<file path="src/rtl/max_scan_if.sv">
// Handshake and memory-port bundle between the max-scan bus master and its
// surroundings (requester, memory mux, result consumers).
interface max_scan_if;
  logic        start;
  logic [31:0] base_adr;
  logic [31:0] count;
  logic [31:0] mem_adr;
  logic [31:0] mem_wdata;
  logic        mem_rd;
  logic        mem_wr;
  logic [31:0] mem_rdata;
  logic        busy;
  logic        done;
  logic [31:0] max_out;
  logic [31:0] idx_out;

  modport master (
    input  start, base_adr, count, mem_rdata,
    output mem_adr, mem_wdata, mem_rd, mem_wr, busy, done, max_out, idx_out
  );

  modport slave (
    output start, base_adr, count, mem_rdata,
    input  mem_adr, mem_wdata, mem_rd, mem_wr, busy, done, max_out, idx_out
  );
endinterface

</file>
<file path="src/rtl/max_scan_master.sv">
// Memory master that scans count words starting at base_adr, finds the maximum
// and its element index, then writes both to fixed result words.
module max_scan_master #(
  parameter logic [31:0] ADDR_STEP  = 32'd4,
  parameter logic [31:0] MAX_ADR    = 32'd2000,
  parameter logic [31:0] IDX_ADR    = 32'd2004,
  parameter bit          SIGNED_CMP = 1'b1
) (
  input logic        clk,
  input logic        rst,
  max_scan_if.master bus
);

  typedef enum logic [2:0] {
    ST_IDLE   = 3'd0,
    ST_READ   = 3'd1,
    ST_WR_MAX = 3'd2,
    ST_WR_IDX = 3'd3,
    ST_DONE   = 3'd4
  } state_t;

  state_t      state_r;
  logic [31:0] count_r;
  logic [31:0] i_r;
  logic [31:0] best_val_r;
  logic [31:0] best_idx_r;
  logic [31:0] mem_adr_r;
  logic [31:0] mem_wdata_r;
  logic        mem_rd_r;
  logic        mem_wr_r;
  logic        busy_r;
  logic        done_r;
  logic [31:0] max_out_r;
  logic [31:0] idx_out_r;

  logic        gt_s;
  logic        take_s;
  logic        last_s;
  logic [31:0] nxt_val_s;
  logic [31:0] nxt_idx_s;

  // Running-maximum candidate for the element currently on the read port
  always_comb begin
    if (SIGNED_CMP) begin
      gt_s = $signed(bus.mem_rdata) > $signed(best_val_r);
    end else begin
      gt_s = bus.mem_rdata > best_val_r;
    end
    take_s    = (i_r == 32'd0) || gt_s;
    last_s    = (i_r == (count_r - 32'd1));
    nxt_val_s = take_s ? bus.mem_rdata : best_val_r;
    nxt_idx_s = take_s ? i_r : best_idx_r;
  end

  // Scan FSM; every bus output is registered and set up for the next state
  always_ff @(posedge clk or posedge rst) begin
    if (rst) begin
      state_r     <= ST_IDLE;
      count_r     <= 32'd0;
      i_r         <= 32'd0;
      best_val_r  <= 32'd0;
      best_idx_r  <= 32'd0;
      mem_adr_r   <= 32'd0;
      mem_wdata_r <= 32'd0;
      mem_rd_r    <= 1'b0;
      mem_wr_r    <= 1'b0;
      busy_r      <= 1'b0;
      done_r      <= 1'b0;
      max_out_r   <= 32'd0;
      idx_out_r   <= 32'd0;
    end else begin
      case (state_r)
        ST_IDLE: begin
          if (bus.start) begin
            count_r    <= bus.count;
            i_r        <= 32'd0;
            best_val_r <= 32'd0;
            best_idx_r <= 32'd0;
            if (bus.count != 32'd0) begin
              state_r   <= ST_READ;
              mem_rd_r  <= 1'b1;
              mem_adr_r <= bus.base_adr;
              busy_r    <= 1'b1;
            end else begin
              // Empty block: report a zero result without touching memory
              state_r   <= ST_DONE;
              done_r    <= 1'b1;
              max_out_r <= 32'd0;
              idx_out_r <= 32'd0;
            end
          end else begin
            state_r <= ST_IDLE;
          end
        end
        ST_READ: begin
          best_val_r <= nxt_val_s;
          best_idx_r <= nxt_idx_s;
          if (last_s) begin
            state_r     <= ST_WR_MAX;
            mem_rd_r    <= 1'b0;
            mem_wr_r    <= 1'b1;
            mem_adr_r   <= MAX_ADR;
            mem_wdata_r <= nxt_val_s;
          end else begin
            i_r       <= i_r + 32'd1;
            mem_adr_r <= mem_adr_r + ADDR_STEP;
          end
        end
        ST_WR_MAX: begin
          state_r     <= ST_WR_IDX;
          mem_adr_r   <= IDX_ADR;
          mem_wdata_r <= best_idx_r;
        end
        ST_WR_IDX: begin
          state_r     <= ST_DONE;
          mem_wr_r    <= 1'b0;
          mem_adr_r   <= 32'd0;
          mem_wdata_r <= 32'd0;
          busy_r      <= 1'b0;
          done_r      <= 1'b1;
          max_out_r   <= best_val_r;
          idx_out_r   <= best_idx_r;
        end
        ST_DONE: begin
          state_r <= ST_IDLE;
          done_r  <= 1'b0;
        end
        default: begin
          state_r     <= ST_IDLE;
          mem_adr_r   <= 32'd0;
          mem_wdata_r <= 32'd0;
          mem_rd_r    <= 1'b0;
          mem_wr_r    <= 1'b0;
          busy_r      <= 1'b0;
          done_r      <= 1'b0;
        end
      endcase
    end
  end

  assign bus.mem_adr   = mem_adr_r;
  assign bus.mem_wdata = mem_wdata_r;
  assign bus.mem_rd    = mem_rd_r;
  assign bus.mem_wr    = mem_wr_r;
  assign bus.busy      = busy_r;
  assign bus.done      = done_r;
  assign bus.max_out   = max_out_r;
  assign bus.idx_out   = idx_out_r;

endmodule

</file>
<file path="src/flat_wrapper.sv">
// flat-port wrapper written by rule: the top's interface ports become plain ports
module max_scan_master_flat 
#(
  parameter logic [31:0] ADDR_STEP  = 32'd4,
  parameter logic [31:0] MAX_ADR    = 32'd2000,
  parameter logic [31:0] IDX_ADR    = 32'd2004,
  parameter bit          SIGNED_CMP = 1'b1
)
  (clk, rst, bus_start, bus_base_adr, bus_count, bus_mem_rdata, bus_mem_adr, bus_mem_wdata, bus_mem_rd, bus_mem_wr, bus_busy, bus_done, bus_max_out, bus_idx_out);
  max_scan_if bus_i ();
  input logic clk;
  input logic rst;
  input wire logic [$bits(bus_i.start)-1:0] bus_start;
  input wire logic [$bits(bus_i.base_adr)-1:0] bus_base_adr;
  input wire logic [$bits(bus_i.count)-1:0] bus_count;
  input wire logic [$bits(bus_i.mem_rdata)-1:0] bus_mem_rdata;
  output wire logic [$bits(bus_i.mem_adr)-1:0] bus_mem_adr;
  output wire logic [$bits(bus_i.mem_wdata)-1:0] bus_mem_wdata;
  output wire logic [$bits(bus_i.mem_rd)-1:0] bus_mem_rd;
  output wire logic [$bits(bus_i.mem_wr)-1:0] bus_mem_wr;
  output wire logic [$bits(bus_i.busy)-1:0] bus_busy;
  output wire logic [$bits(bus_i.done)-1:0] bus_done;
  output wire logic [$bits(bus_i.max_out)-1:0] bus_max_out;
  output wire logic [$bits(bus_i.idx_out)-1:0] bus_idx_out;
  assign bus_i.start = bus_start;
  assign bus_i.base_adr = bus_base_adr;
  assign bus_i.count = bus_count;
  assign bus_i.mem_rdata = bus_mem_rdata;
  assign bus_mem_adr = bus_i.mem_adr;
  assign bus_mem_wdata = bus_i.mem_wdata;
  assign bus_mem_rd = bus_i.mem_rd;
  assign bus_mem_wr = bus_i.mem_wr;
  assign bus_busy = bus_i.busy;
  assign bus_done = bus_i.done;
  assign bus_max_out = bus_i.max_out;
  assign bus_idx_out = bus_i.idx_out;
  max_scan_master #(.ADDR_STEP(ADDR_STEP), .MAX_ADR(MAX_ADR), .IDX_ADR(IDX_ADR), .SIGNED_CMP(SIGNED_CMP)) u_core (.clk(clk), .rst(rst), .bus(bus_i));
endmodule
</file>
<file path="config.mk">
export PLATFORM = sky130hd
export DESIGN_NAME = max_scan_master_flat
export DESIGN_NICKNAME = d
export VERILOG_FILES = /design/src/rtl/max_scan_if.sv /design/src/rtl/max_scan_master.sv /design/src/flat_wrapper.sv
export SDC_FILE = /design/constraint.sdc
export NUM_CORES = 1
export LEC_CHECK = 0
export CORE_MARGIN = 3
export CORE_UTILIZATION = 54
export CTS_CLUSTER_DIAMETER = 150
export DETAILED_ROUTE_END_ITERATION = 7
export PLACE_DENSITY = 0.88
export SKIP_LAST_GASP = 1
export SYNTH_ARGS = -nofsm -noshare
export SYNTH_HDL_FRONTEND = slang
export SYNTH_SLANG_ARGS = --single-unit
</file>
<file path="constraint.sdc">
create_clock -name clk -period 11.5 [get_ports clk]
set_input_delay 1.15 -clock clk [delete_from_list [all_inputs] [get_ports clk]]
set_output_delay 1.15 -clock clk [all_outputs]
set_load 0.1 [all_outputs]
</file>
==> flow_summary_export.csv, run 1 <==
group,metric,value,unit
power,clkPwrFrac,23.1,%
cells_and_area,area_growth,25.3,%
grt,grt_pass1_wl,66100,um
clock_tree,cts_resized,0,
logic_synthesis,synth-seq-cells,263,
grt,track_usage,28.8,%
drt,viasPerCell,6.27,
logic_synthesis,synthArstFlopShare,100,%
clock_tree,clk_latency,0.55,ns
floorplan,core,24700,sq um
clock_tree,clkTransAtPathRegs,0.06,ns
clock_tree,cts_root_buffer,"clkbuf_16",
worst_setup_path,cp-start-kind,"primary input",
power,p_seq_share,32.9,%
timing,worst_pin_slew,1.12,ns
drt,ant_nets,0,
logic_synthesis,avgSynthCellArea,9.43,sq um
clock_tree,cts_buffers,29,
logic_synthesis,synth.top_cell.area_share,47.6,%
worst_setup_path,crit_chain,"clkdlybuf4s50_1 > ha_1 > nand4_1 > nor4_1 > nor2b_1 > a31o_2 > o31ai_4 > buf_4 > and2_2 > o21ai_0",
floorplan,num_rows,57,
timing,tns,0,ns
worst_setup_path,critical_path_arrival,5.35,ns
grt,grt_max_degree,130,
floorplan,die_w,166,um
power,leakage,7.54,nW
drt,dr.pass1.iters,6,
timing,grt_setup_unrepaired,"no",
power,power_density,253,nW/um^2
run_status,status,"complete, no violations",
power,p_int,0.00237,W
timing,slew_headroom,25.5,%
worst_setup_path,crit_family,"simple AND/OR/NAND/NOR gates",
logic_synthesis,synth_largest_area_cell,"dfrtp_1",
worst_setup_path,path_max_fanout,64,
worst_setup_path,path_buf_inv,2,
hold_path,hold_path_class,"reg -> reg",
grt,overflow,0,
cells_and_area,design_area,17300,sq um
worst_setup_path,crit_type,"in -> reg",
timing,max_clock_freq,201,MHz
drt,wl_per_cell,20.5,um
logic_synthesis,syn_nets,1603,
hold_path,holdPathStages,1,
drt,vias,12500,
worst_setup_path,cp.required,11.88,ns
grt,grt_pass1_vias,12300,
cells_and_area,layout-drive-gt1-share,7.32,%
grt,antenna_found_initial,0,
floorplan,die_h,166,um
cells_and_area,finalNetCount,1781,
cells_and_area,antenna_cells,0,
timing,setup_ws,6.53,ns
place,dpl_worst_slack,6.20,ns
cells_and_area,finish.utilization,70.0,%
power,p_comb_share,44.1,%
drt,drt-total-wl,40900,um
drt,drc_errors,0,
power,ir_drop,0.150,mV
clock_tree,cts_sinks,263,
worst_setup_path,r2r_cells,12,
timing,whs,0.495,ns
timing,min_period_over_period,43.2,%
flow_run,drv_cap,0,
clock_tree,clk_path_buf_depth,3,
logic_synthesis,ys_types,70,
place,dpl.hpwl,27800,um
floorplan,ioPinCount,231,
logic_synthesis,syn_inst,1468,
worst_setup_path,critPathMaxStageDelay,0.85,ns
power,sw_frac_of_total,45.9,%
timing,hold_viol,0,
logic_synthesis,synth_flop_cell,"dfrtp_1",
clock_tree,post_cts_buffers,0,
logic_synthesis,yosysSeqAreaShare,47.6,%
timing,period_minus_slack,4.97,ns
logic_synthesis,synth_edf_count,0,
clock_tree,tritoncts,"yes",
place,place_area,16300,sq um
place,finalWeightedCongestion,0.914,
timing,setup_violations,0,
floorplan,dieArea,27600,sq um
worst_setup_path,crit_slowest_cell,"and2_2",
drt,drt_iter0_markers,1425,
timing,fin_skew,0.0120,ns
clock_tree,htreeDepth,1,
power,netSwitchingPower,0.00201,W
clock_tree,cts_hold_buf,0,
logic_synthesis,synth_area_leaders,"dfrtp_1 48%, nand2_1 7.9%, o21ai_0 5.0%",
logic_synthesis,synth_warnings,0,
logic_synthesis,netlist_area,13800,sq um
timing,report.final.slew_viol_count,0,
worst_setup_path,crit_path_end_kind,"flip-flop",
worst_setup_path,crit_cells,10,
place,portBuffers,230,
floorplan,initial_core_util,55.9,%
state kept, by name (all words and copies together), names as in the netlist, 3 cells and up:
name,count
u_core.best_idx_r,32
u_core.best_val_r,32
u_core.bus.idx_out,32
u_core.bus.max_out,32
u_core.bus.mem_adr,32
u_core.bus.mem_wdata,32
u_core.count_r,32
u_core.i_r,32
u_core.state_r,3
cell usage in the layout (no fill, tap or decap), types with 7 or more instances in the layout:
| cell type | n |
|---|---|
| a21o_1 | 23 |
| a21oi_1 | 38 |
| a221o_1 | 16 |
| a22o_1 | 66 |
| a32o_1 | 8 |
| and2_1 | 9 |
| and3_1 | 13 |
| buf_4 | 15 |
| clkbuf_16 | 29 |
| clkdlybuf4s50_1 | 230 |
| dfrtp_1 | 263 |
| ha_1 | 36 |
| inv_1 | 56 |
| mux2_2 | 32 |
| mux2i_1 | 38 |
| nand2_1 | 289 |
| nand3_1 | 32 |
| nand4_1 | 24 |
| nor2_1 | 31 |
| nor3_1 | 24 |
| nor4_1 | 37 |
| o211ai_1 | 11 |
| o21ai_0 | 138 |
| o31ai_1 | 9 |
| or3_1 | 21 |
| or4_1 | 7 |
| xnor2_1 | 28 |
| xor2_1 | 22 |
cells in the mapped netlist (4+ instances only):
master / instances
clkbuf_1: 76
o21ai_0: 139
nor2_1: 32
xnor2_1: 28
a21o_1: 23
and4_1: 5
buf_1: 5
nor2b_1: 5
or3_1: 21
o41ai_1: 4
nand2b_1: 5
a32o_1: 8
and3_1: 13
xor2_1: 22
a21oi_1: 39
or4_1: 7
nand4_1: 24
a31oi_1: 5
and2_1: 10
nor3_1: 24
dfrtp_1: 263
nand2_1: 291
o31ai_1: 10
ha_1: 36
buf_2: 10
inv_1: 57
mux2_2: 32
nand3_1: 32
nor4_1: 39
a221o_1: 16
buf_6: 5
nor3b_1: 4
a22o_1: 66
nand3b_1: 4
o211ai_1: 11
mux2i_1: 38
or2_2: 6
final timing paths:
path | startpoint | to | slack (ns)
max in group asynchronous | rst | u_core.bus.mem_wdata[11] | 8.82
hold / removal | u_core.bus.idx_out[28] | u_core.bus.idx_out[28] | 0.50
setup reg to reg | u_core.count_r[0] | u_core.bus.mem_adr[5] | 6.74
setup / recovery | bus_mem_rdata[24] | u_core.best_idx_r[10] | 6.53
min in group asynchronous | rst | u_core.bus.max_out[23] | 1.14
hold reg to reg | u_core.bus.idx_out[28] | u_core.bus.idx_out[28] | 0.50
kinds of logic after synthesis:
| family | count (synthesis) | synth area share, % |
|---|---|---|
| adders and majority gates | 36 | 3.26 |
| xor gates and xnor gates | 50 | 3.16 |
| and+or+nand+nor | 538 | 18.7 |
| DFF | 263 | 47.6 |
| buffers and inverters | 155 | 4.62 |
| muxes | 70 | 5.35 |
| AOI/OAI and AO/OA | 356 | 17.3 |
metrics by stage:
stage / power [W] / cells
after floorplan: 0.00281 / 1468
after global placement: 0.00327 / 1939
after detailed placement: 0.00334 / 1939
after CTS: 0.00437 / 1991
after global routing: 0.00458 / 1991
final: 0.00438 / 1991
metal layers:
layer | track usage, % | routed length [um]
met5 | 0 | 0
met4 | 9.19 | 1270
met3 | 4.71 | 3670
met2 | 47.8 | 19700
met1 | 39.1 | 16300
cell type report:
class	instances	area, sq um
clock buffers	40	817
well taps	324	405
inverters	57	221
clock inverters	12	220
flip-flops and latches	263	6580
multi-input cells	1050	6670
repair buffers	245	2410
fillers	1769	7420
power groups by stage:
stage / sequential (W) / clock, W / combinational [W]
after floorplan: 0.00200 / 0 / 0.000803
after global routing: 0.00147 / 0.00106 / 0.00205
after detailed placement: 0.00144 / 0 / 0.00190
after CTS: 0.00143 / 0.00102 / 0.00193
final: 0.00144 / 0.00101 / 0.00193
after global placement: 0.00142 / 0 / 0.00185
(Power assumes the default switching activity.)
==> run 2, diff against run 1 <==
--- a/config.mk
+++ b/config.mk
@@ -6,10 +6,10 @@
 export NUM_CORES = 1
 export LEC_CHECK = 0
 export CORE_MARGIN = 3
-export CORE_UTILIZATION = 54
+export CORE_UTILIZATION = 49
 export CTS_CLUSTER_DIAMETER = 150
 export DETAILED_ROUTE_END_ITERATION = 7
-export PLACE_DENSITY = 0.88
+export PLACE_DENSITY = 0.84
 export SKIP_LAST_GASP = 1
 export SYNTH_ARGS = -nofsm -noshare
 export SYNTH_HDL_FRONTEND = slang
==> constraint.sdc (replaced) <==
create_clock -name clk -period 4.42 [get_ports clk]
set_input_delay 0.442 -clock clk [delete_from_list [all_inputs] [get_ports clk]]
set_output_delay 0.442 -clock clk [all_outputs]
set_load 0.1 [all_outputs]
==> flow_summary_export.csv, run 2 (synthesis results as in run 1) <==
group,metric,value,unit
floorplan,initial_core_util,50.6,%
timing,period_minus_slack,4.09,ns
worst_setup_path,crit_path_end_kind,"flip-flop",
hold_path,hold_path_class,"in -> async",
place,finalWeightedCongestion,0.892,
power,ir_drop,0.377,mV
clock_tree,clk_path_buf_depth,3,
drt,drt_iter0_markers,1366,
clock_tree,cts_resized,0,
clock_tree,clkTransAtPathRegs,0.06,ns
power,clkPwrFrac,21.4,%
drt,dr.pass1.iters,5,
clock_tree,cts_buffers,28,
grt,overflow,0,
drt,ant_nets,0,
clock_tree,clk_latency,0.56,ns
grt,use_met1,36.3,%
floorplan,num_rows,60,
clock_tree,cts_root_buffer,"clkbuf_16",
worst_setup_path,cp.required,4.86,ns
timing,tns,0,ns
floorplan,dieArea,30300,sq um
power,total_power,0.0111,W
cells_and_area,fill_cells,2210,
timing,worst_pin_slew,1.07,ns
drt,wl_per_cell,19.7,um
drt,drc_errors,0,
place,dpl.hpwl,28200,um
power,p_int,0.00596,W
flow_run,drv_cap,0,
place,portBuffers,230,
clock_tree,tritoncts,"yes",
drt,viasPerCell,6.04,
timing,slew_headroom,28.1,%
worst_setup_path,reg2reg_slack,0.33,ns
grt,grt_pass1_vias,12100,
power,netSwitchingPower,0.00516,W
worst_setup_path,crit_type,"reg -> reg",
worst_setup_path,critPathMaxStageDelay,0.53,ns
timing,grt_setup_unrepaired,"no",
floorplan,die_h,174,um
grt,antenna_found_initial,0,
clock_tree,cts_sinks,263,
floorplan,die_w,174,um
worst_setup_path,crit_chain,"inv_1 > ha_1 > or3b_2 > or4_4 > or3b_1 > a31oi_1 > o2111ai_1 > nor4_2 > buf_4 > nor2_4 > nor2_8 > buf_12 > mux2_2",
power,sw_frac_of_total,46.4,%
drt,drt-total-wl,40400,um
run_status,status,"complete, no violations",
cells_and_area,finalNetCount,1792,
worst_setup_path,path_max_fanout,25,
cells_and_area,final_cell_mix,"289 x nand2_1, 263 x dfrtp_1, 230 x clkdlybuf4s50_1",
worst_setup_path,crit_slowest_cell,"or4_4",
floorplan,ioPinCount,231,
cells_and_area,area_growth,26.2,%
power,power_density,637,nW/um^2
worst_setup_path,r2r_cells,13,
timing,fin_skew,0.0105,ns
power,p_seq_share,33.3,%
grt,track_usage,26.2,%
grt,grt-busiest-layer,"met2",
clock_tree,cts_hold_buf,0,
clock_tree,post_cts_buffers,0,
power,p_comb_share,45.3,%
grt,grt_max_degree,155,
timing,setup_violations,0,
grt,grt_use_met3,4.11,%
power,leakage,7.57,nW
timing,max_clock_freq,245,MHz
timing,hold_viol,0,
cells_and_area,layout_commonest_cell,"nand2_1",
worst_setup_path,critical_path_arrival,4.53,ns
timing,report.final.slew_viol_count,0,
cells_and_area,layout-drive-gt1-share,8.10,%
timing,min_period_over_period,92.4,%
cells_and_area,antenna_cells,0,
clock_tree,htreeDepth,1,
grt,grt_pass1_wl,65600,um
timing,whs,0.416,ns
grt,use_met2,42.9,%
floorplan,core,27300,sq um
worst_setup_path,cp-start-kind,"flip-flop",
drt,vias,12400,
-- run 2: worst max-delay path: cells and delay by family (launching register included) --
family,cells,cell delay (ns)
and+or+nand+nor,6,2.06
AOI/OAI and AO/OA,2,0.32
adders and majority gates,1,0.28
DFF,1,0.42
buffers and inverters,3,0.51
muxes,1,0.36
-- run 2: cell type report --
class / count / area [sq um] / area share [%]
multi-input combinational: 1050 / 6670 / 38.2
sequential: 263 / 6580 / 37.7
timing repair buffer: 257 / 2570 / 14.7
clock buffer: 40 / 826 / 4.73
tap: 372 / 465 / 2.67
inverter: 57 / 218 / 1.25
clock inverter: 12 / 126 / 0.724
-- run 2: power by group through the flow --
stage,combinational (W),clock [W],sequential (W)
floorplan,0.00209,0,0.00521
global placement,0.00488,0,0.00368
detailed placement,0.00501,0,0.00372
CTS,0.00504,0.00240,0.00368
global route,0.00539,0.00250,0.00378
finish,0.00504,0.00238,0.00370
-- run 2: worst paths after layout --
path | startpoint | endpoint
setup / recovery | u_core.count_r[0] | u_core.bus.mem_wdata[9]
hold / removal | rst | u_core.bus.idx_out[25]
setup reg to reg | u_core.count_r[0] | u_core.bus.mem_wdata[9]
hold reg to reg | u_core.bus.max_out[2] | u_core.bus.max_out[2]
max in group asynchronous | rst | u_core.bus.mem_adr[26]
min in group clk | bus_count[14] | u_core.count_r[14]
-- run 2: routing by layer --
layer  up-vias  part of all wire, %
met3        84                  8.2
met1      6057                   42
li1       5628                    -
met2       613                   47
met4         0                  3.0
met5         -                    0
-- run 2: per-stage QoR --
stage | setup WS [ns] | utilization [%] | cells | instance area (sq um)
6_report | 0.334 | 63.9 | 2051 | 17500
5_1_grt | 0.0867 | 63.9 | 2051 | 17500
4_1_cts | 0.348 | 63.9 | 2051 | 17500
3_5_place_dp | 0.348 | 60.4 | 1999 | 16500
3_3_place_gp | 0.433 | 60.4 | 1999 | 16500
2_1_floorplan | 0.508 | - | 1468 | 13800
==> run 3, diff against run 2 <==
--- a/config.mk
+++ b/config.mk
@@ -5,8 +5,10 @@
 export SDC_FILE = /design/constraint.sdc
 export NUM_CORES = 1
 export LEC_CHECK = 0
+export CELL_PAD_IN_SITES_DETAIL_PLACEMENT = 2
+export CELL_PAD_IN_SITES_GLOBAL_PLACEMENT = 2
 export CORE_MARGIN = 3
-export CORE_UTILIZATION = 49
+export CORE_UTILIZATION = 30
 export CTS_CLUSTER_DIAMETER = 150
 export DETAILED_ROUTE_END_ITERATION = 7
 export PLACE_DENSITY = 0.84
==> flow_summary_export.csv, run 3 (synthesis results as in run 1) <==
group,metric,value,unit
timing,period_minus_slack,4.27,ns
hold_path,hold_path_class,"in -> async",
drt,ant_nets,0,
timing,fin_skew,0.0317,ns
power,ir_drop,0.434,mV
drt,wl_met2,27000,um
drt,wl_met3,2650,um
worst_setup_path,critPathMaxStageDelay,0.70,ns
power,leakage,7.67,nW
timing,grt_setup_unrepaired,"no",
timing,min_period_over_period,96.6,%
floorplan,initial_core_util,30.4,%
cells_and_area,final_cell_mix,"289 x nand2_1, 263 x dfrtp_1, 230 x clkdlybuf4s50_1",
grt,overflow,0,
clock_tree,cts_root_buffer,"clkbuf_16",
timing,report.final.slew_viol_count,0,
clock_tree,tritoncts,"yes",
cells_and_area,finalNetCount,1796,
place,dpl_worst_slack,0.110,ns
worst_setup_path,timing.rr.end,"u_core.bus.mem_wdata[8]",
clock_tree,cts_hold_buf,0,
drt,drt_iter0_markers,904,
timing,hold_viol,0,
clock_tree,cts_sinks,263,
worst_setup_path,crit_path_end_kind,"flip-flop",
worst_setup_path,crit_type,"reg -> reg",
clock_tree,clk_path_buf_depth,3,
worst_setup_path,rr_startpoint,"u_core.best_val_r[7]",
worst_setup_path,crit_family,"simple AND/OR/NAND/NOR gates",
floorplan,core,45500,sq um
place,dpl.hpwl,37800,um
floorplan,die_w,221,um
power,sw_frac_of_total,46.8,%
cells_and_area,layout_commonest_cell,"nand2_1",
clock_tree,clkTransAtPathRegs,0.06,ns
power,power_density,672,nW/um^2
place,portBuffers,230,
grt,grt_max_degree,131,
cells_and_area,layout-drive-gt1-share,8.20,%
cells_and_area,area_growth,29.7,%
cells_and_area,register_area,6580,sq um
drt,drt-total-wl,54400,um
drt,wl_met1,23200,um
floorplan,dieArea,48700,sq um
cells_and_area,antenna_cells,0,
drt,dr.pass1.iters,5,
power,netSwitchingPower,0.00565,W
worst_setup_path,critical_path_arrival,4.69,ns
cells_and_area,finish.utilization,39.5,%
drt,wl_per_cell,23.9,um
drt,viasPerCell,5.54,
grt,track_usage,22.2,%
timing,slew_headroom,22.7,%
clock_tree,cts_buffers,34,
worst_setup_path,path_buf_inv,3,
worst_setup_path,reg2reg_slack,0.15,ns
worst_setup_path,crit_chain,"inv_1 > ha_1 > nand4_1 > nor3_1 > nor4bb_1 > inv_1 > a31oi_1 > o31ai_4 > buf_4 > mux2i_1 > o21ai_0 > mux2_2",
timing,whs,0.347,ns
drt,vias,12600,
grt,grt_pass1_vias,14000,
grt,grt_pass1_wl,84300,um
grt,antenna_found_initial,2,
worst_setup_path,cp-start-kind,"flip-flop",
flow_run,drv_cap,0,
clock_tree,htreeDepth,2,
cells_and_area,fill_cells,4885,
timing,setup_violations,0,
worst_setup_path,r2r_cells,12,
drt,drc_errors,0,
timing,tns,0,ns
floorplan,num_rows,78,
worst_setup_path,crit_start,"u_core.best_val_r[7]",
floorplan,die_h,221,um
worst_setup_path,cpMostUsedCell,"inv_1",
place,finalWeightedCongestion,0.866,
power,p_int,0.00641,W
timing,setup_ws,0.149,ns
worst_setup_path,crit_slowest_cell,"nor4bb_1",
worst_setup_path,crit_cells,12,
timing,worst_pin_slew,1.16,ns
floorplan,ioPinCount,231,
clock_tree,clk_latency,0.55,ns
worst_setup_path,path_max_fanout,21,
worst_setup_path,endpoint,"u_core.bus.mem_wdata[8]",
drt,top_layer_used,"met5",
cells_and_area,multiInputGateArea,6680,sq um
power,p_comb_share,43.9,%
power,p_seq_share,31.7,%
worst_setup_path,cp.required,4.84,ns
run_status,status,"complete, no violations",
power,clkPwrFrac,24.4,%
timing,max_clock_freq,234,MHz
run 3: routing by layer:
| metal | up-vias | global-route usage [%] |
|---|---|---|
| li1 | 5640 | - |
| met1 | 6580 | 27.8 |
| met2 | 320 | 38.8 |
| met3 | 91 | 4.04 |
| met4 | 4 | 6.89 |
| met5 | - | 0 |
run 3: how the worst min path moves through the flow:
stage                           startpoint                      to  slack [ns]  cells after the start
finish                                 rst   u_core.best_val_r[16]        0.35                      2
CTS                                    rst  u_core.bus.max_out[17]        0.35                      2
global route                           rst   u_core.best_val_r[16]        0.40                      2
floorplan               u_core.count_r[31]      u_core.count_r[31]        0.47                      2
detailed placement  u_core.bus.idx_out[16]  u_core.bus.idx_out[16]        0.48                      1
global placement    u_core.bus.max_out[21]  u_core.bus.max_out[21]        0.48                      1
run 3: repair_timing:
| action | in CTS | in global routing |
|---|---|---|
| buffers inserted | 0 | 0 |
| endpoints found under the setup margin | 0 | 3 |
| gates resized for setup | 0 | 0 |
run 3: metrics by stage:
step	area [sq um]	instances	total power, W
after CTS	18000	2282	0.0121
after global routing	18000	2282	0.0127
after floorplan	13800	1468	0.00730
after detailed placement	16800	2225	0.00902
final	18000	2282	0.0121
after global placement	16800	2225	0.00874
run 3: worst reg2reg max path: cells and delay by family, from the launching register on:
family	cells	cell delay (ns)
simple gates	3	1.39
mux	2	0.72
compound gates	3	0.70
buf+inv	3	0.52
flops	1	0.47
fa+ha+maj	1	0.33
run 3: power groups by stage:
stage	Combinational, W	Clock, W	Sequential, W
finish	0.00530	0.00294	0.00382
global placement	0.00498	0	0.00377
global route	0.00565	0.00312	0.00390
floorplan	0.00209	0	0.00521
CTS	0.00532	0.00302	0.00380
detailed placement	0.00520	0	0.00383
run 3: cell type report:
class	instances	area share, %
Multi-Input combinational cell	1050	37.2
Clock inverter	8	0.906
Sequential cell	263	36.7
Inverter	57	1.21
Timing Repair Buffer	255	14.2
Tap cell	600	4.18
Clock buffer	49	5.62
